`src/rtl/reaction_timer.sv`:
```
// Reaction-time measurement stage: lights the stimulus LED on the delay stage's
// rising output and reports the press latency in ms, an early press, or a timeout.
module reaction_timer #(
    parameter int CLK_HZ = 100_000_000,
    parameter int MAX_MS = 9999,
    parameter int MS_W   = 14
) (
    input  logic            clk_i,
    input  logic            rst_i,
    input  logic            arm_i,
    input  logic            stim_i,
    input  logic            btn_i,
    output logic            led_o,
    output logic [MS_W-1:0] time_ms_o,
    output logic            valid_o,
    output logic            early_o,
    output logic            timeout_o,
    output logic            done_o
);

    localparam int TICKS_PER_MS = CLK_HZ / 1000;
    localparam int TICK_W = (TICKS_PER_MS > 1) ? $clog2(TICKS_PER_MS) : 1;
    localparam logic [TICK_W-1:0] TICK_LAST = TICK_W'(TICKS_PER_MS - 1);
    localparam logic [MS_W-1:0]   MS_LIMIT  = MS_W'(MAX_MS);

    typedef enum logic [1:0] {IDLE, WAIT_STIM, MEASURE, DONE} state_e;

    state_e            state_q;
    logic [TICK_W-1:0] tick_q, tick_d;
    logic [MS_W-1:0]   ms_q, ms_d, time_ms_q;
    logic              stim_q, btn_q;
    logic              led_q, valid_q, early_q, timeout_q, done_q;
    logic              stimRise, btnRise, tickWrap;

    assign stimRise = stim_i & ~stim_q;
    assign btnRise  = btn_i & ~btn_q;
    assign tickWrap = (tick_q == TICK_LAST);

    always_comb begin
        tick_d = tickWrap ? '0 : tick_q + 1'b1;
        ms_d   = tickWrap ? ms_q + 1'b1 : ms_q;
    end

    // Edge-history registers come out of reset high so a level already present is not a press.
    always_ff @(posedge clk_i) begin
        if (rst_i) begin
            state_q   <= IDLE;
            stim_q    <= 1'b1;
            btn_q     <= 1'b1;
            tick_q    <= '0;
            ms_q      <= '0;
            time_ms_q <= '0;
            led_q     <= 1'b0;
            valid_q   <= 1'b0;
            early_q   <= 1'b0;
            timeout_q <= 1'b0;
            done_q    <= 1'b0;
        end else begin
            stim_q <= stim_i;
            btn_q  <= btn_i;
            done_q <= 1'b0;
            case (state_q)
                IDLE: begin
                    if (arm_i) begin
                        state_q   <= WAIT_STIM;
                        time_ms_q <= '0;
                        valid_q   <= 1'b0;
                        early_q   <= 1'b0;
                        timeout_q <= 1'b0;
                    end
                end
                WAIT_STIM: begin
                    if (!arm_i) begin
                        state_q <= IDLE;
                    end else if (btnRise) begin
                        early_q <= 1'b1;
                        done_q  <= 1'b1;
                        state_q <= DONE;
                    end else if (stimRise) begin
                        led_q   <= 1'b1;
                        tick_q  <= '0;
                        ms_q    <= '0;
                        state_q <= MEASURE;
                    end
                end
                MEASURE: begin
                    // A press on the final tick still counts as a measurement, not a timeout.
                    if (!arm_i) begin
                        led_q   <= 1'b0;
                        state_q <= IDLE;
                    end else if (btnRise) begin
                        time_ms_q <= ms_q;
                        valid_q   <= 1'b1;
                        led_q     <= 1'b0;
                        done_q    <= 1'b1;
                        state_q   <= DONE;
                    end else if (tickWrap && (ms_q == MS_LIMIT)) begin
                        time_ms_q <= MS_LIMIT;
                        timeout_q <= 1'b1;
                        led_q     <= 1'b0;
                        done_q    <= 1'b1;
                        state_q   <= DONE;
                    end else begin
                        tick_q <= tick_d;
                        ms_q   <= ms_d;
                    end
                end
                DONE: begin
                    led_q <= 1'b0;
                    if (!arm_i) begin
                        state_q <= IDLE;
                    end
                end
                default: begin
                    state_q   <= IDLE;
                    tick_q    <= '0;
                    ms_q      <= '0;
                    time_ms_q <= '0;
                    led_q     <= 1'b0;
                    valid_q   <= 1'b0;
                    early_q   <= 1'b0;
                    timeout_q <= 1'b0;
                end
            endcase
        end
    end

    assign led_o     = led_q;
    assign time_ms_o = time_ms_q;
    assign valid_o   = valid_q;
    assign early_o   = early_q;
    assign timeout_o = timeout_q;
    assign done_o    = done_q;

endmodule

```
`config.mk`:
```
export PLATFORM = sky130hd
export DESIGN_NAME = reaction_timer
export DESIGN_NICKNAME = d
export VERILOG_FILES = /design/src/rtl/reaction_timer.sv
export SDC_FILE = /design/constraint.sdc
export NUM_CORES = 1
export LEC_CHECK = 0
export ABC_AREA = 1
export CAP_MARGIN = 30
export CORE_AREA = 4 4 70 121
export CTS_CLUSTER_SIZE = 8
export DETAILED_ROUTE_END_ITERATION = 7
export DIE_AREA = 0 0 74 125
export MAX_ROUTING_LAYER = met4
export PLACE_DENSITY = 0.67
export RECOVER_POWER = 25
export SETUP_SLACK_MARGIN = 0.5
export SKIP_CTS_REPAIR_TIMING = 1
export SYNTH_ARGS = -nofsm -noshare
export SYNTH_HDL_FRONTEND = slang
export SYNTH_SLANG_ARGS = --single-unit
```
`constraint.sdc`:
```
create_clock -name clk_i -period 1.85 [get_ports clk_i]
set_input_delay 0.37 -clock clk_i [delete_from_list [all_inputs] [get_ports clk_i]]
set_output_delay 0.37 -clock clk_i [all_outputs]
set_load 0.01 [all_outputs]
```
# Word level (Yosys, flattened, before mapping)
# Cells that the tools add are included.
[word_totals] output_inout_bits=19 in_bits=5 regBits=54 wordCells=103 ram_bits=0 latchBits=0 mem_bits_ro=0 mem_count=0
[classes] mux=52 bitwise=4 add_sub_neg=2 div_mod_pow=0 mul=0 n_shift=0 reduce_logical=14 magnitude_cmp=0 n_eq_ne=20
[op_table] operator="two-way mux 14 bit" n=11
[op_table] operator="two-way mux 17 bit" n=7
[op_table] operator="case mux 14 bit (2 select lines)" n=2
[op_table] operator="case mux 17 bit (2 select lines)" n=1
[op_table] operator="!= test 2 bit, second input constant" n=12
[op_table] operator="adder 17 x 1 -> 17 bit, second input constant" n=1
[op_table] operator="== test 17 bit, second input constant" n=1
[op_table] operator="two-way mux 1 bit" n=17
[op_table] operator="two-way mux 2 bit" n=8
[op_table] operator="AND reduction 4 bit" n=4
[op_table] operator="adder 14 x 1 -> 14 bit, second input constant" n=1
[op_table] operator="== test 14 bit, second input constant" n=1
[op_table] operator="AND reduction 5 bit" n=2
[op_table] operator="!= test 4 bit, second input constant" n=2
[op_table] operator="case mux 1 bit (2 select lines)" n=4
[op_table] operator="case mux 2 bit (4 select lines)" n=1
[op_table] operator="AND reduction 8 bit" n=1
[op_table] operator="AND reduction 7 bit" n=1
[op_table] operator="nonzero test 2 bit" n=3
[op_table] operator="== test 2 bit, second input constant" n=2
[op_table] operator="!= test 3 bit, second input constant" n=1
[op_table] operator="case mux 1 bit (3 select lines)" n=1
[op_table] operator="nonzero test 3 bit" n=1
[op_table] operator="bitwise AND 1 bit" n=2
[op_table] operator="4 further kinds" n=5

# Logic depth before layout (Yosys ltp)
[depth] ltp_word=6 mapped_depth=12 ltp_nobuf=11

# Least setup slack after synthesis
# Ideal clock, no wire load.
[synth_timing] kind="flip-flop to flip-flop" start="reg state_q[0]" end="reg tick_q[0]" path_stages_with_launch=11 setup_slack_ps=95 t_arrival_ps=1641 required_time_ps=1736 n_path_buf=2 synth_period_minus_slack_ps=1755 cell_sequence="dfxtp_1 inv_1 ha_1 buf_2 nand2_1 inv_1 nor3_4 nand3_2 buf_4 a21oi_1 nor2_1"
[synth_via] elab_chain_cells=3 word_cells_on_any_way=11
[synth_rtl] element="from (decl)" line_no="28" source="state_e state_q;"
[synth_rtl] element="from (signal assigned)" line_no="47" source="state_q <= IDLE;"
[synth_rtl] element="from (signal assigned)" line_no="65" source="state_q <= WAIT_STIM;"
[synth_rtl] element="from (signal assigned)" line_no="74" source="state_q <= IDLE;"
[synth_rtl] element="== test 2 bit / == test 2 x 1 -> 1 bit (equally long branches)" line_no="62" source="case (state_q)"
[synth_rtl] element="!= test 2 bit (no line) / nonzero test 2 bit (equally long branches)"
[synth_rtl] element="AND reduction 7 bit (no line)"
[synth_rtl] element="to (signal assigned)" line_no="104" source="tick_q <= tick_d;"
[synth_rtl] element="to (decl)" line_no="29" source="logic [TICK_W-1:0] tick_q, tick_d;"
# Several ways; a longest one is shown, not always the timed one.
# A chain may end at the register's enable or synchronous reset.

# Final worst setup path
[layout_timing] start="reg ms_q[0]" end="reg tick_q[7]"
[layout_via] elab_chain_cells=4
[layout_rtl] element="from (decl)" line_no="30" source="logic [MS_W-1:0] ms_q, ms_d, time_ms_q;"
[layout_rtl] element="from (signal assigned)" line_no="105" source="ms_q <= ms_d;"
[layout_rtl] element="== test 14 bit" line_no="97" source="end else if (tickWrap && (ms_q == MS_LIMIT)) begin"
[layout_rtl] element="logical AND 1 bit" line_no="97"
[layout_rtl] element="!= test 2 bit (no line)"
[layout_rtl] element="AND reduction 7 bit (no line)"
# No other way between the ends.

==> flow_metrics.tcl <==
set metrics [dict create \
    grt_max_degree 30 \
    whs_ps 464 \
    overflow 0 \
    area_growth_syn_to_layout_pct 32.1 \
    p_leak_nw 1.66 \
    cts-root-buf "clkbuf_16" \
    cts_tree "done" \
    synthFlopType "dfxtp_1" \
    synthTopCellsByArea "dfxtp_1 (33%), nand2_1 (13%), a21oi_1 (8.2%)" \
    setup_viol 0 \
    mappedNetlistNets 521 \
    power_mw 4.04 \
    globalplace.congestion 0.861 \
    rows 42 \
    ir_worst_vdd_mv 0.592 \
    antenna_found_initial 0 \
    synth_seq_cells 54 \
    critical_path_required_ps 2050 \
    max_freq_ghz 0.581 \
    status "completed" \
    fp.dieArea_sq_um 9250 \
    async_reset_ff_share_pct 0 \
    final_max_slew_viol_count 0 \
    cts_buffer_depth 2 \
    grt_pass1_vias 3315 \
    cp.arrival_ps 1920 \
    antenna_cells 0 \
    track_usage_pct 20.7 \
    post-synth-top-area-cell "dfxtp_1" \
    yosysTopAreaCellShare_pct 32.9 \
    routedWlPerCell_um 13.9 \
    synthMostInstantiatedCell "nand2_1" \
    finalHoldViolations 0 \
    avgSynthCellArea_sq_um 6.44 \
    cts_buffers 5 \
    final_nets 571 \
    synth_cell_types 30 \
    power.density_nw_per_um2 931 \
    skew_ps 6.07 \
    syn-instance-count 510 \
    ant_nets 0 \
    viasPerCell 5.33 \
    initial_utilization_pct 43.7 \
    fin_crit_sh_pct 93.0 \
    die_w_um 74 \
    dp_hpwl_um 6650 \
    drv_cap 0 \
    fin_setup_tns_ps 0 \
    syn_area_sq_um 3290 \
    clock_latency_ps 300 \
    yosysSeqAreaShare_pct 32.9 \
    synth_edf_count 0 \
    routed_wl_um 9000 \
    rsz0062_at_grt "true" \
    core_sq_um 7510 \
    clk_pin_slew_worst_paths_ps 80 \
    drive_above_1_share_pct 25.1 \
    htreeDepth 2 \
    grt_pass1_wl_um 14800 \
    die_h_um 125 \
    crit_path_start_kind "flip-flop" \
    finalCriticalPeriod_ps 1720 \
    ys_warn_count 0 \
    cts_sinks 54 \
    path_class "reg -> reg" \
    num_vias 3461 \
    worst_pin_slew_ps 475 \
    endpoint_kind "flip-flop" \
    drt-pass1-iter-count 4 \
    io_buffers 23 \
    cp_max_fo 23 \
    drt_first_iter_violations 241 \
    synth_common_cells "nand2_1 (115), nor2_1 (69), a21oi_1 (54), dfxtp_1 (54), nand3_1 (46)" \
    relSlewSlack_pct 68.1 \
    drcViolationCount 0 \
    pin_count 24 \
    hp-class "reg -> reg" \
]
==> kinds of logic (layout without fill, tap and decap cells) <==
kind of cell               Yosys count  count (layout)  synth area share, %
AOI/OAI and AO/OA                   69              69                 10.7
buffers and inverters               78             129                 10.6
adders and majority gates            6               6                 2.28
xor gates and xnor gates             4               4                 1.07
and+or+nand+nor                    299             299                 42.4
DFF                                 54              54                 32.9
==> through the flow <==
| stage | cells | area [sq um] | util [%] | setup slack [ps] |
|---|---|---|---|---|
| detailed placement | 632 | 3950 | 52.5 | -135 |
| floorplan | 510 | 3500 | - | 270 |
| global placement | 632 | 3950 | 52.5 | -104 |
| CTS | 640 | 4100 | 54.6 | 51.5 |
| finish | 649 | 4340 | 57.7 | 130 |
| global route | 649 | 4340 | 57.7 | 39.5 |
==> worst max-delay path, stage by stage, from the launching register on <==
cell and delay, ps:
dfxtp_4 380, ha_4 130, nand2_2 60, nor2_4 140
nand3_2 120, nor2_4 200, nand3_4 130, buf_6 200
nand4_1 90, nand2_1 60, inv_1 50, nor2_1 30
==> routing by layer <==
layer,up-vias,part of all wire (%),track usage (%)
li1,1772,-,-
met1,1595,38,21.0
met2,65,54,36.0
met3,29,2.2,2.81
met4,0,6.0,12.4
met5,-,0,-
==> where the power goes <==
| group | leakage (nW) | internal [mW] | switching [mW] | total, mW |
|---|---|---|---|---|
| logic | 1.14 | 0.692 | 0.920 | 1.61 |
| clock network | 0.0759 | 0.518 | 0.477 | 0.994 |
| registers | 0.444 | 1.31 | 0.123 | 1.43 |
| total | 1.66 | 2.52 | 1.52 | 4.04 |
==> cells in the final DEF, fill, tap and decap left out, types with 2 or more instances in the layout <==
master	instances
clkbuf_16	5
a21oi_2	16
buf_6	8
xor2_1	3
nand3_1	42
ha_4	4
clkinv_4	2
buf_12	3
inv_2	8
nand2_4	3
a21oi_1	37
nand2_1	103
nand2_2	15
clkdlybuf4s50_1	3
nor2_2	6
nor3_1	18
dfxtp_2	5
clkdlybuf4s25_1	16
dfxtp_1	45
nand3_4	4
nand3_2	6
dlymetal6s2s_1	3
dfxtp_4	4
inv_1	41
buf_4	34
nand4_1	27
nor2_1	61
o21ai_0	11
nor2_4	8
==> worst paths after layout <==
check	start	endpoint	slack [ps]	depth (start not counted)
max reg2reg	ms_q[0]	tick_q[7]	130	11
min	early_o	early_o	460	2
min reg2reg	early_o	early_o	460	2
max	ms_q[0]	tick_q[7]	130	11
==> layout make-up <==
type                    instances  area, sq um
repair buffers                 68          643
fillers                       730         3180
flip-flops and latches         54         1100
well taps                      88          110
multi-input cells             378         2120
inverters                      53          206
clock buffers                   5          125
clock inverters                 3         28.8
==> state kept, by name, summed over array words and instances (netlist names) <==
| signal | count |
|---|---|
| done_o | 1 |
| timeout_o | 1 |
| led_o | 1 |
| ms_q | 14 |
| tick_q | 17 |
| early_o | 1 |
| time_ms_o | 14 |
| state_q | 2 |
| stim_q | 1 |
| btn_q | 1 |
| valid_o | 1 |
No activity file was read; power rests on OpenSTA's default activity.
